<file path="src/rtl/bcd_timer_display_if.sv">
// Control and display bundle for bcd_timer_display.
// The master drives the count controls; the slave (the timer) returns the count and segment data.
interface bcd_timer_display_if #(
    parameter int DIGITS = 2
);
    logic                  enable;
    logic                  clear;
    logic                  load;
    logic [4*DIGITS-1:0]   load_value;
    logic                  count_down;
    logic [4*DIGITS-1:0]   bcd_value;
    logic [7*DIGITS-1:0]   hex;
    logic                  tick_out;
    logic                  terminal;

    modport master (
        output enable, clear, load, load_value, count_down,
        input  bcd_value, hex, tick_out, terminal
    );

    modport slave (
        input  enable, clear, load, load_value, count_down,
        output bcd_value, hex, tick_out, terminal
    );
endinterface

</file>
<file path="src/rtl/bcd_timer_display.sv">
// N-digit BCD up/down counter with a tick prescaler, wrap/saturate limits and
// per-digit active-low 7-segment decode with optional leading-zero blanking.
module bcd_timer_display #(
    parameter int DIGITS        = 2,
    parameter int TICK_CYCLES   = 50000000,
    parameter int WRAP          = 1,
    parameter int BLANK_LEADING = 0
) (
    input  logic                CLOCK_50,
    input  logic                resetn,
    bcd_timer_display_if.slave  bus
);
    localparam int PW = (TICK_CYCLES > 1) ? $clog2(TICK_CYCLES) : 1;
    localparam logic [PW-1:0]         PRE_LAST  = PW'(TICK_CYCLES - 1);
    localparam logic [4*DIGITS-1:0]   ALL_NINES = {DIGITS{4'h9}};

    logic [4*DIGITS-1:0] bcd_q, bcd_d;
    logic [PW-1:0]       pre_q, pre_d;
    logic                tick_q, tick_d;

    logic [4*DIGITS-1:0] step_val;
    logic [4*DIGITS-1:0] load_clamped;
    logic                carry;
    logic [3:0]          digit;

    // Next count value: ripple carry (up) or borrow (down) through the digits.
    always_comb begin
        // NOTE: every combinational output gets a default first, so no path leaves it unassigned and no latch is inferred.
        step_val = bcd_q;
        carry    = 1'b1;
        digit    = 4'd0;
        for (int k = 0; k < DIGITS; k++) begin
            digit = bcd_q[4*k +: 4];
            if (carry) begin
                if (!bus.count_down) begin
                    if (digit == 4'd9) begin
                        step_val[4*k +: 4] = 4'd0;
                    end else begin
                        step_val[4*k +: 4] = digit + 4'd1;
                        carry              = 1'b0;
                    end
                end else begin
                    if (digit == 4'd0) begin
                        step_val[4*k +: 4] = 4'd9;
                    end else begin
                        step_val[4*k +: 4] = digit - 4'd1;
                        carry              = 1'b0;
                    end
                end
            end
        end
        // Carry out of the top digit means the count sat at its limit.
        if (carry) begin
            if (WRAP != 0) step_val = bus.count_down ? ALL_NINES : '0;
            else           step_val = bcd_q;
        end
    end

    always_comb begin
        load_clamped = '0;
        for (int k = 0; k < DIGITS; k++) begin
            load_clamped[4*k +: 4] = (bus.load_value[4*k +: 4] > 4'd9) ? 4'd9
                                                                      : bus.load_value[4*k +: 4];
        end
    end

    always_comb begin
        bcd_d  = bcd_q;
        pre_d  = pre_q;
        tick_d = 1'b0;
        if (bus.clear) begin
            bcd_d = '0;
            pre_d = '0;
        end else if (bus.load) begin
            bcd_d = load_clamped;
            pre_d = '0;
        end else if (bus.enable) begin
            if (pre_q == PRE_LAST) begin
                pre_d  = '0;
                bcd_d  = step_val;
                tick_d = 1'b1;
            end else begin
                pre_d = pre_q + 1'b1;
            end
        end
    end

    // NOTE: sequential state uses non-blocking assignments so every register samples pre-edge values.
    always_ff @(posedge CLOCK_50) begin
        if (!resetn) begin
            bcd_q  <= '0;
            pre_q  <= '0;
            tick_q <= 1'b0;
        end else begin
            bcd_q  <= bcd_d;
            pre_q  <= pre_d;
            tick_q <= tick_d;
        end
    end

    function automatic logic [6:0] seg7(input logic [3:0] d);
        case (d)
            4'd0:    seg7 = 7'b1000000;
            4'd1:    seg7 = 7'b1111001;
            4'd2:    seg7 = 7'b0100100;
            4'd3:    seg7 = 7'b0110000;
            4'd4:    seg7 = 7'b0011001;
            4'd5:    seg7 = 7'b0010010;
            4'd6:    seg7 = 7'b0000010;
            4'd7:    seg7 = 7'b1111000;
            4'd8:    seg7 = 7'b0000000;
            4'd9:    seg7 = 7'b0010000;
            default: seg7 = 7'b1111111;
        endcase
    endfunction

    logic [7*DIGITS-1:0] hex_c;
    logic                zero_above;

    // Walk from the most significant digit down; a digit blanks while it and everything above it is zero.
    always_comb begin
        hex_c      = '1;
        zero_above = 1'b1;
        for (int k = DIGITS - 1; k >= 0; k--) begin
            zero_above = zero_above && (bcd_q[4*k +: 4] == 4'd0);
            if ((BLANK_LEADING != 0) && (k > 0) && zero_above)
                hex_c[7*k +: 7] = 7'b1111111;
            else
                hex_c[7*k +: 7] = seg7(bcd_q[4*k +: 4]);
        end
    end

    assign bus.bcd_value = bcd_q;
    assign bus.tick_out  = tick_q;
    assign bus.hex       = hex_c;
    assign bus.terminal  = bus.count_down ? (bcd_q == '0) : (bcd_q == ALL_NINES);
endmodule
</file>
<file path="src/flat_wrapper.sv">
// flat-port wrapper written by rule: the top's interface ports become plain ports
module bcd_timer_display_flat 
#(
    parameter int DIGITS        = 2,
    parameter int TICK_CYCLES   = 50000000,
    parameter int WRAP          = 1,
    parameter int BLANK_LEADING = 0
)
  (CLOCK_50, resetn, bus_enable, bus_clear, bus_load, bus_load_value, bus_count_down, bus_bcd_value, bus_hex, bus_tick_out, bus_terminal);
  bcd_timer_display_if #(.DIGITS(DIGITS)) bus_i ();
  input  logic CLOCK_50;
  input  logic resetn;
  input wire logic [$bits(bus_i.enable)-1:0] bus_enable;
  input wire logic [$bits(bus_i.clear)-1:0] bus_clear;
  input wire logic [$bits(bus_i.load)-1:0] bus_load;
  input wire logic [$bits(bus_i.load_value)-1:0] bus_load_value;
  input wire logic [$bits(bus_i.count_down)-1:0] bus_count_down;
  output wire logic [$bits(bus_i.bcd_value)-1:0] bus_bcd_value;
  output wire logic [$bits(bus_i.hex)-1:0] bus_hex;
  output wire logic [$bits(bus_i.tick_out)-1:0] bus_tick_out;
  output wire logic [$bits(bus_i.terminal)-1:0] bus_terminal;
  assign bus_i.enable = bus_enable;
  assign bus_i.clear = bus_clear;
  assign bus_i.load = bus_load;
  assign bus_i.load_value = bus_load_value;
  assign bus_i.count_down = bus_count_down;
  assign bus_bcd_value = bus_i.bcd_value;
  assign bus_hex = bus_i.hex;
  assign bus_tick_out = bus_i.tick_out;
  assign bus_terminal = bus_i.terminal;
  bcd_timer_display #(.DIGITS(DIGITS), .TICK_CYCLES(TICK_CYCLES), .WRAP(WRAP), .BLANK_LEADING(BLANK_LEADING)) u_core (.CLOCK_50(CLOCK_50), .resetn(resetn), .bus(bus_i));
endmodule
</file>
<file path="config.mk">
export PLATFORM = sky130hd
export DESIGN_NAME = bcd_timer_display_flat
export DESIGN_NICKNAME = d
export VERILOG_FILES = /design/src/rtl/bcd_timer_display_if.sv /design/src/rtl/bcd_timer_display.sv /design/src/flat_wrapper.sv
export SDC_FILE = /design/constraint.sdc
export NUM_CORES = 1
export LEC_CHECK = 0
export ABC_AREA = 1
export BUFFER_PORTS_ARGS = -buffer_cell sky130_fd_sc_hd__clkbuf_2
export CORE_ASPECT_RATIO = 1.1
export CORE_MARGIN = 8
export CORE_UTILIZATION = 60
export CTS_BUF_LIST = sky130_fd_sc_hd__clkbuf_8
export DETAILED_ROUTE_END_ITERATION = 7
export GPL_TIMING_DRIVEN = 1
export PLACE_DENSITY = 0.92
export SLEW_MARGIN = 20
export SYNTH_ARGS = -nofsm -noshare
export SYNTH_HDL_FRONTEND = slang
export SYNTH_SLANG_ARGS = --single-unit
</file>
<file path="constraint.sdc">
create_clock -name CLOCK_50 -period 2.5 [get_ports CLOCK_50]
set_input_delay 0.125 -clock CLOCK_50 [delete_from_list [all_inputs] [get_ports CLOCK_50]]
set_output_delay 0.125 -clock CLOCK_50 [all_outputs]
set_load 0.01 [all_outputs]
</file>
; ---- Word level (Yosys, flattened, before mapping)
; Memories as Yosys holds them, arrays and structs flattened. A register that Yosys moved wholly into a read port is not among the register bits.
; Index checks and enable logic that the tools add are counted.
[totals]
rom_bits = 224
n_memories = 2
ff_bits = 35
mem_bits_rw = 0
latch_bits = 0
in_bits = 14
[mem_list]
columns = name, depth, width, rd, rd_clocked_by_memory_dff, write_ports, line
row1 = (name not given), 16, 7, 1, 1, 0, bcd_timer_display.sv:102  ; case (d)
row2 = (name not given), 16, 7, 1, 1, 0, bcd_timer_display.sv:102
[op_classes]
muxes = 28
div_mod_pow = 0
n_eq_ne = 4
add_sub_neg = 5
shifts = 0
order_cmp = 2
n_reduce_logical = 11
bitwise_logic = 2
mul = 0
[ops]
columns = cell, count
row1 = two-way mux 4 bit, 13
row2 = two-way mux 8 bit, 5
row3 = "adder 26 x 1 -> 26 bit, second input constant", 1
row4 = "== test 26 bit, second input constant", 1
row5 = two-way mux 26 bit, 1
row6 = two-way mux 1 bit, 9
row7 = "adder 4 x 1 -> 4 bit, second input constant", 2
row8 = "== test 4 bit, second input constant", 2
row9 = "== test 8 bit, second input constant", 1
row10 = "> comparator 4 bit, second input constant", 2
row11 = zero test 4 bit, 2
row12 = zero test 8 bit, 1
row13 = "subtractor 4 x 1 -> 4 bit, second input constant", 2
row14 = nonzero test 2 bit, 2
row15 = OR reduction 4 bit, 1
row16 = AND reduction 3 bit, 1
row17 = nonzero test 3 bit, 1
row18 = OR reduction 3 bit, 1
row19 = inverter 1 bit, 2
row20 = AND reduction 2 bit, 1
row21 = OR reduction 2 bit, 1

; ---- Logic depth before layout (Yosys ltp)
; Gate-level depths: netlist of run 1.
[depth]
ltp_word = 10
depth_mapped = 18

; ---- Worst setup path after synthesis of run 1
; No wires, ideal clock.
[synth_timing]
kind = reg-to-reg
startpoint = register u_core.bcd_q[1] (netlist: u_core.bus.bcd_value[1])
endpoint = register, netlist name u_core.bus.hex[10]
slack_ps = 305
required_time_ps = 2386
synth_period_minus_slack_ps = 2195
stages_incl_launch_ff = 18
arrival_time_ps = 2081
cell_sequence = dfxtp_1 > inv_1 > ha_1 > inv_1 > nor3_1 > nand2_1 > nand2_1 > nand3_4 > nand2_4 > nand2_2 > nand2_2 > nand2_4 > inv_1 > ha_1 > inv_1 > nand4_1 > nand3_1 > nand2_1
[synth_via]
elab_chain_cells = 10
word_cells_on_any_way = 14
[synth_rtl]
columns = item, line
row1 = start: declaration, bcd_timer_display.sv:17  ; logic [4*DIGITS-1:0] bcd_q, bcd_d;
row2 = start signal: assignment, bcd_timer_display.sv:91  ; bcd_q <= '0;
row3 = start signal: assignment, bcd_timer_display.sv:95  ; bcd_q <= bcd_d;
row4 = == test 4 bit / zero test 4 bit (equally long branches), "bcd_timer_display.sv:36, bcd_timer_display.sv:43"
row5 = two-way mux 1 bit (on tied branches), "bcd_timer_display.sv:36, bcd_timer_display.sv:43"
row6 = two-way mux 1 bit (*), bcd_timer_display.sv:35  ; if (!bus.count_down) begin
row7 = two-way mux 1 bit, bcd_timer_display.sv:34  ; if (carry) begin
row8 = two-way mux 8 bit, bcd_timer_display.sv:53  ; if (carry) begin
row9 = two-way mux 8 bit, bcd_timer_display.sv:78  ; if (pre_q == PRE_LAST) begin
row10 = two-way mux 8 bit, bcd_timer_display.sv:77  ; end else if (bus.enable) begin
row11 = two-way mux 8 bit, bcd_timer_display.sv:74  ; end else if (bus.load) begin
row12 = two-way mux 4 bit (no line) (*) (2 in series), --
; Every way passes the cells marked *; elsewhere a longest branch is shown, timed or not. The select of a mux whose other input is x is not followed.
; A chain may end at the register's enable or synchronous reset.

; ---- Worst setup path in the final report of run 1
[layout_timing]
startpoint = register u_core.bcd_q[5] (netlist: u_core.bus.bcd_value[5])
endpoint = register, netlist name u_core.bus.hex[10]
[layout_via]
elab_chain_cells = 10
word_cells_on_any_way = 20
[layout_rtl]
columns = item, line
row1 = "adder 4 x 1 -> 4 bit, or another cell as far along", bcd_timer_display.sv:39  ; step_val[4*k +: 4] = digit + 4'd1;
row2 = "two-way mux 4 bit, or another cell as far along", bcd_timer_display.sv:36  ; if (digit == 4'd9) begin
row3 = two-way mux 4 bit / two-way mux 1 bit (equally long branches), bcd_timer_display.sv:35
row4 = two-way mux 4 bit / two-way mux 1 bit (equally long branches), bcd_timer_display.sv:34
row5 = two-way mux 8 bit, bcd_timer_display.sv:53
row6 = two-way mux 8 bit, bcd_timer_display.sv:78
row7 = two-way mux 8 bit, bcd_timer_display.sv:77
row8 = two-way mux 8 bit, bcd_timer_display.sv:74
row9 = two-way mux 4 bit (no line) (*) (2 in series), --
; Marked as above.

==> results of run 1 <==
layout make-up:
type	count	area (sq um)
fill	373	1540
clock buffer	5	68.8
multi-input combinational	317	1770
sequential	49	983
timing repair buffer	43	230
clock inverter	3	22.5
inverter	66	248
tap	58	72.6
synth_stat cells:
master    instances
nand4_1          19
o31ai_1           1
xnor2_1           3
nand3_4           2
nor3_2            1
clkinv_1          1
o221a_2           1
clkbuf_1          1
nand3b_1          1
nand3_2           6
dfxtp_1          49
nor2_1           33
nand2_2           9
nor3_1            9
a21boi_0          1
inv_1            55
nor3b_1           2
xor2_1            5
nor4_1            1
nand2_1         108
buf_2             2
a21oi_1          19
nor2_2            6
a31oi_1           2
nand3_1          43
nor2_4            3
ha_1             17
buf_4             3
nand2_4           7
and2_1            1
inv_2            10
o21ai_1           3
o21ai_0          14
power by group:
part,switching [uW],total [uW],internal (uW)
Clock,274,471,197
Sequential,12.8,817,804
Combinational,143,223,79.6
Total,430,1510,1080
registers in the layout, indices dropped and copies added, names as in the netlist:
signal / count
u_core.pre_q: 26
u_core.bus.tick_out: 1
u_core.bus.bcd_value: 8
u_core.bus.hex: 14
through the flow:
stage,TNS (ns),worst slack (ns)
after floorplan,0,0.305
after global placement,0,0.282
after detailed placement,0,0.157
after CTS,0,0.142
after global routing,-0.0786,-0.0459
final,0,0.150
worst min path at each step:
stage | from | endpoint | slack [ns]
after floorplan | bus_load_value[1] | u_core.bus.bcd_value[1] | 0.36
after global placement | u_core.pre_q[13] | u_core.pre_q[13] | 0.46
after detailed placement | u_core.pre_q[13] | u_core.pre_q[13] | 0.46
after CTS | bus_enable | u_core.pre_q[0] | 0.19
after global routing | bus_load_value[1] | u_core.bus.bcd_value[1] | 0.21
final | bus_enable | u_core.pre_q[0] | 0.19
repair_timing:
item,in CTS,in global routing
setup endpoints to repair,0,7
gates resized for setup,0,6
setup buffers,0,0
kinds of logic after synthesis:
family,Yosys count
AOI/OAI and AO/OA,41
xor gates and xnor gates,8
adders and majority gates,17
buffers and inverters,72
DFF,49
and+or+nand+nor,251
worst min-delay path, delay by kind of cell:
| kind | cells | cell delay, ns |
|---|---|---|
| AO/OA/AOI/OAI | 1 | 0.06 |
| AND/OR/NAND/NOR | 1 | 0.10 |
| buffers and inverters | 1 | 0.17 |
layer usage:
layer  track usage, %  share of wire (%)
met1             18.0                 41
met2             32.5                 52
met3             4.42                5.5
met4             7.20                2.3
met5                0                  0
==> results.cfg, run 1 <==
[die]
die_area_sq_um = 7570
die_y_microns = 90.4
io-pin-count = 38
core-area_sq_um = 4930
start_util_pct = 61.3
die_x_microns = 83.7
rows = 27

[synth]
seq_area_frac_synth_pct = 32.5
synthSimpleGateAreaFrac_pct = 41.5
synth_top_area_share_pct = 32.5
muxShareOfSynthArea_pct = 0
synthXorXnorAreaFrac_pct = 2.32
synth-compound-area-share_pct = 7.25
synth_top_family_by_area = simple AND/OR/NAND/NOR gates
synth_area_leaders = dfxtp_1, nand2_1, nand3_1
synth.net_count = 469
synth_area_per_cell_sq_um = 6.90
yosysWarnings = 0
synth_area_sq_um = 3020
synthAdderAreaFrac_pct = 7.04
ys_seq_elements = 49
ys_types = 33
yosys.area.top_type = dfxtp_1
synthCells = 438

[timing]
timing.hold.ws_ns = 0.189
slew_headroom_pct = 71.3
final_hold_viol_count = 0
slew_violations = 0
finalCritPeriodShare_pct = 94.0
setup_viol = 0
layout_min_cycle_time_ns = 2.35
fin_skew_ns = 0.00792
fmax_mhz = 426
worst_pin_slew_ns = 0.431

[critical_path]
cp_num_cells = 17
critPathArrivalTime_ns = 2.56
critical_path_buf_inv_count = 3
criticalPathCategory = reg2reg
cp-start-kind = register
path_max_fanout = 6
regToRegSetupSlack_ns = 0.15
path_delay_family = simple AND/OR/NAND/NOR gates
crit_path_top_delay_cell = dfxtp_1
rr_worst_depth = 17
end_kind = register
cp.required_ns = 2.71
worstPathCellList = inv_1 -> ha_1 -> nand3_1 -> and2_1 -> o21ai_0 -> nand2_1 -> nand2_1 -> nand2_1 -> nand2_2 -> nand2_2 -> nand2_4 -> inv_1 -> ha_1 -> inv_1 -> nand4_1 -> nand3_1 -> nand2_1
endpoint = u_core.bus.hex[10]
timing.rr.start = u_core.bus.bcd_value[5]
startpoint = u_core.bus.bcd_value[5]
max_stage_delay_ns = 0.45
rr_endpoint = u_core.bus.hex[10]
cpMostUsedCell = nand2_1

[cts]
clk_path_buf_depth = 2
clk_latency_ns = 0.30
cts_buffers = 5
cts-root-buf = clkbuf_8
cts_tree = built
clk_pin_slew_ns = 0.09
cts.sinks = 49
cts_hold_buffers = 0
h-tree-depth = 2

[place]
routabilityCongestion = 0.907
dpl_cell_area_sq_um = 3290
dpl.hpwl_microns = 5280
numPortBuffers = 37
dp_cells = 533

[power_and_ir_drop]
p_total_uw = 1510
peakVddDrop_mv = 0.360
p_leak_uw = 0.00162
p_per_area_nw_per_um2 = 445

[final_layout]
final_cell_mix = nand2_1, inv_1, dfxtp_1, nand3_1, clkbuf_2
stdcell_area_sq_um = 3390
stdcell_count = 541
final_layout_size_suffix_gt1_share_pct = 21.1
final_common_cell = nand2_1
nNetsFinal = 513
utilization_pct = 68.8
areaGrowthSynthToFinish_pct = 12.3
n_antenna_cell = 0

[outcome]
outcome = finished, final reports clean

[drt]
drt-wirelength-per-cell_microns = 12.6
drt_iter0_drc = 171
drcViolationCount = 0
dr.pass1.iters = 7
drt-total-wl_microns = 6840
dr_total_vias = 2993
vias_per_cell = 5.53
final_antenna_net_count = 0

[global_route]
antenna_found_initial = 0
gr-total-overflow = 0
grt_max_degree = 17
grt_use_total_pct = 17.5
grt_first_pass_wirelength_microns = 11800
grt_pass1_vias = 2932

[job]
cap_viol_max_count = 0

[worst_hold_path]
holdPathStages = 3
hold_class = in2reg
Note: power is estimated with default switching activity, not from simulation.
==> run 2: changes to the inputs <==
BUFFER_PORTS_ARGS = default   (was -buffer_cell sky130_fd_sc_hd__clkbuf_2)
CORE_UTILIZATION = 40   (was 60)
DONT_BUFFER_PORTS = 1   (was default)
PLACE_DENSITY = 0.64   (was 0.92)
==> results.cfg, run 2 (synthesized netlist as in run 1, its figures left out) <==
[outcome]
outcome = finished, final reports clean

[final_layout]
multi_input_area_sq_um = 1770
final_layout_size_suffix_gt1_share_pct = 14.2
areaGrowthSynthToFinish_pct = 8.28
stdcell_count = 537
utilization_pct = 44.3
nFillCells = 759
final_cell_mix = nand2_1, inv_1, dfxtp_1, nand3_1, nor2_1
nNetsFinal = 480
n_antenna_cell = 0
top_register = u_core.pre_q
ff_latch_area_sq_um = 981
largest_reg_flops = 26
final_common_cell = nand2_1

[cts]
clk_latency_ns = 0.31
cts_setup_buffers = 0
clk_path_buf_depth = 2
cts-root-buf = clkbuf_8
clk_pin_slew_ns = 0.10
h-tree-depth = 2
cts.sinks = 49
cts_buffers = 5
cts_tree = built

[die]
die_area_sq_um = 10600
io-pin-count = 38
die_x_microns = 98.9
rows = 33
core-area_sq_um = 7390
die_y_microns = 107
start_util_pct = 40.9

[critical_path]
regToRegSetupSlack_ns = 0.20
timing.rr.start = u_core.pre_q[0]
criticalPathCategory = reg2reg
rr_worst_depth = 16
critPathArrivalTime_ns = 2.50
rr_endpoint = u_core.bus.hex[10]
end_kind = register
path_max_fanout = 6
cp.required_ns = 2.70
cp-start-kind = register

[worst_hold_path]
hold_class = in2reg
worstHoldStart = bus_enable
holdPathEnd = u_core.pre_q[3]
holdPathStages = 2

[timing]
rsz0062_at_grt = false
fmax_mhz = 435
final_hold_viol_count = 0
slew_violations = 0
worst_pin_slew_ns = 0.514
tns_ns = 0
timing.hold.ws_ns = 0.0215
fin_skew_ns = 0.0129
layout_min_cycle_time_ns = 2.30
setup_viol = 0
finalCritPeriodShare_pct = 91.9
slew_headroom_pct = 65.5

[place]
dpl.hpwl_microns = 5400
routabilityCongestion = 0.852
numPortBuffers = 0
dp_cells = 528

[global_route]
grt_first_pass_wirelength_microns = 11800
grt_max_degree = 17
grt_pass1_vias = 2642
gr-total-overflow = 0
antenna_found_initial = 0
grt_use_total_pct = 13.3

[drt]
dr_total_vias = 2690
drt-total-wl_microns = 6810
final_antenna_net_count = 0
drt_iter0_drc = 63
vias_per_cell = 5.01
drcViolationCount = 0
dr.pass1.iters = 4
drt-wirelength-per-cell_microns = 12.7

[power_and_ir_drop]
p_leak_uw = 0.00149
peakVddDrop_mv = 0.233
p_per_area_nw_per_um2 = 456
p_total_uw = 1490

[job]
cap_viol_max_count = 0
## run 2: per-stage QoR
| stage | setup slack [ns] | cell area (sq um) |
|---|---|---|
| finish | 0.203 | 3270 |
| global placement | 0.253 | 3160 |
| CTS | 0.156 | 3260 |
| global route | 0.0193 | 3270 |
| detailed placement | 0.175 | 3160 |
| floorplan | 0.305 | 3020 |
## run 2: worst max path at each step
stage | startpoint | endpoint
global placement | u_core.pre_q[0] | u_core.bus.hex[10]
global route | u_core.pre_q[0] | u_core.bus.hex[10]
detailed placement | u_core.pre_q[0] | u_core.bus.hex[10]
finish | u_core.pre_q[0] | u_core.bus.hex[10]
floorplan | u_core.bus.bcd_value[1] | u_core.bus.hex[10]
CTS | u_core.bus.bcd_value[1] | u_core.bus.hex[10]
## run 2: layout make-up
| class | count | share of cell area (%) |
|---|---|---|
| well taps | 87 | 3.33 |
| multi-input cells | 317 | 54.0 |
| clock buffers | 5 | 2.10 |
| flip-flops and latches | 49 | 30.0 |
| inverters | 66 | 7.57 |
| repair buffers | 10 | 2.37 |
| clock inverters | 3 | 0.650 |
## run 2: metal layers
metal  up-vias  GRT usage (%)  wire, microns
met5         -              0              0
met4         0           4.17             68
met3         6           3.69            346
met2        39           24.4           3410
met1      1212           14.5           2980
li1       1433              -              -
## run 2: repair_timing
item                                   CTS  global route
hold buffers                             1             0
endpoints found under the hold margin    3             0
setup endpoints to repair                0             5
gates resized for setup                  0             2
## run 2: where the power goes
group          leakage [uW]  internal (uW)  switching (uW)  total (uW)
registers          0.000398            804            24.5         829
clock network     0.0000445            199             284         483
logic               0.00105           60.6             118         178
total               0.00149           1060             427        1490
## run 2: critical path: stages, from the launching register on
cell	delay, ns
dfxtp_1	0.38
ha_1	0.22
nand3_1	0.10
nor2_2	0.11
nand3_1	0.11
nor2_4	0.18
nand3_4	0.13
nand2_4	0.11
nand2_2	0.06
nand2_2	0.08
nand2_4	0.07
inv_1	0.08
ha_1	0.23
inv_1	0.06
nand4_1	0.11
nand3_1	0.10
nand2_1	0.05
==> run 3: changes to the inputs <==
clock period = 2.25 ns   (was 2.5 ns; I/O delays follow)
==> results.cfg, run 3 (synthesized netlist as in run 1, its figures left out) <==
[outcome]
outcome = finished, final reports clean

[place]
numPortBuffers = 0
routabilityCongestion = 0.908
pre_cts_ws_ns = -0.0607
dpl_cell_area_sq_um = 3280
dp_cells = 544
dpl.hpwl_microns = 5640

[final_layout]
largest_reg_flops = 26
top_register = u_core.pre_q
multi_input_area_sq_um = 1840
final_cell_mix = nand2_1, inv_1, dfxtp_1, nand3_1, nor2_1
n_antenna_cell = 0
stdcell_count = 559
nNetsFinal = 502
final_common_cell = nand2_1
utilization_pct = 48.0
final_layout_size_suffix_gt1_share_pct = 22.5
stdcell_area_sq_um = 3550
ff_latch_area_sq_um = 987
nFillCells = 746
areaGrowthSynthToFinish_pct = 17.4

[drt]
vias_per_cell = 5.15
dr.pass1.iters = 4
final_antenna_net_count = 0
drt_iter0_drc = 140
drt-wirelength-per-cell_microns = 13.3
drcViolationCount = 0
drt-total-wl_microns = 7420
dr_total_vias = 2881

[global_route]
antenna_found_initial = 0
grt_use_total_pct = 14.3
gr-total-overflow = 0
grt_max_degree = 17
grt_first_pass_wirelength_microns = 12700
grt_pass1_vias = 2791

[timing]
final_hold_viol_count = 0
fmax_mhz = 462
finalCritPeriodShare_pct = 96.1
slew_violations = 0
slew_headroom_pct = 69.7
layout_min_cycle_time_ns = 2.16
worst_pin_slew_ns = 0.450
fin_ws_ns = 0.0872
setup_viol = 0
fin_skew_ns = 0.0170

[critical_path]
crit_path_top_delay_cell = dfxtp_2
cp.required_ns = 2.46
regToRegSetupSlack_ns = 0.09
cp-start-kind = register
max_stage_delay_ns = 0.36
end_kind = register
critPathArrivalTime_ns = 2.37
worstPathCellList = ha_4 -> nand3_2 -> nor2_2 -> nand3_2 -> nor2_4 -> nand3_4 -> nand2_4 -> nand2_2 -> nand2_2 -> nand2_4 -> inv_2 -> ha_1 -> inv_1 -> nand4_1 -> nand3_1 -> nand2_1
critical_path_buf_inv_count = 2
path_delay_family = simple AND/OR/NAND/NOR gates
criticalPathCategory = reg2reg
path_max_fanout = 5

[die]
die_x_microns = 98.9
start_util_pct = 40.9
io-pin-count = 38
die_y_microns = 107
die_area_sq_um = 10600
rows = 33
core-area_sq_um = 7390

[cts]
cts_tree = built
cts.sinks = 49
h-tree-depth = 2
cts-root-buf = clkbuf_8
clk_pin_slew_ns = 0.10
clk_latency_ns = 0.31
cts_buffers = 5
clk_path_buf_depth = 2

[power_and_ir_drop]
p_per_area_nw_per_um2 = 509
p_leak_uw = 0.00162
peakVddDrop_mv = 0.385

[worst_hold_path]
hold_class = in2reg

[job]
cap_viol_max_count = 0
==> run 3: cell count changes in the layout (fill, tap and decap cells not counted), sizes merged <==
| cell | before | now |
|---|---|---|
| buf | 9 | 31 |
| bufinv | 0 | 1 |
| clkinvlp | 1 | 0 |
==> run 3: report_power, final <==
part           switching, uW  internal [uW]
clock network            319            334
logic                    146           87.4
registers               25.4            894
total                    490           1320
==> run 3: through the flow <==
step           hold slack, ns  setup TNS, ns  power [uW]
6_report              0.00805              0        1800
5_1_grt                0.0206         -0.270        1890
4_1_cts               0.00749              0        1790
3_3_place_gp            0.273              0        1140
3_5_place_dp            0.280        -0.0652        1150
2_1_floorplan           0.350              0        1090
==> run 3: area by class of cell <==
type / count / area share (%)
clock buffers: 5 / 1.94
clock inverters: 3 / 1.23
inverters: 66 / 7.13
multi-input cells: 317 / 51.7
flip-flops and latches: 49 / 27.8
well taps: 87 / 3.07
repair buffers: 32 / 7.05
==> run 3: timing repair <==
action,4_1_cts,5_1_grt
pin swaps,0,14
resized for setup,1,30
endpoints found under the setup margin,3,12
hold buffers,1,0
buffers inserted,0,6
hold endpoints to repair,3,0
==> run 3: worst reg2reg max path, cell delays in order, from the launching register on <==
cell and delay [ns]:
dfxtp_2 0.36, ha_4 0.14, nand3_2 0.07, nor2_2 0.15, nand3_2 0.11, nor2_4 0.18, nand3_4 0.14, nand2_4 0.12
nand2_2 0.05, nand2_2 0.08, nand2_4 0.06, inv_2 0.07, ha_1 0.22, inv_1 0.05, nand4_1 0.11, nand3_1 0.09
nand2_1 0.06
==> run 3: per-layer routing <==
metal | vias up | part of all wire [%] | GRT usage (%)
li1 | 1480 | - | -
met1 | 1312 | 42 | 15.8
met2 | 73 | 49 | 25.0
met3 | 16 | 6.8 | 4.15
met4 | 0 | 2.3 | 6.04
met5 | - | 0 | 0
==> run 3: path summary, 6_finish.rpt <==
path	from	to	cells after the start
max reg2reg	u_core.pre_q[1]	u_core.bus.hex[10]	16
min	bus_enable	u_core.pre_q[3]	2
min reg2reg	u_core.pre_q[13]	u_core.pre_q[13]	2
max	u_core.pre_q[1]	u_core.bus.hex[10]	16
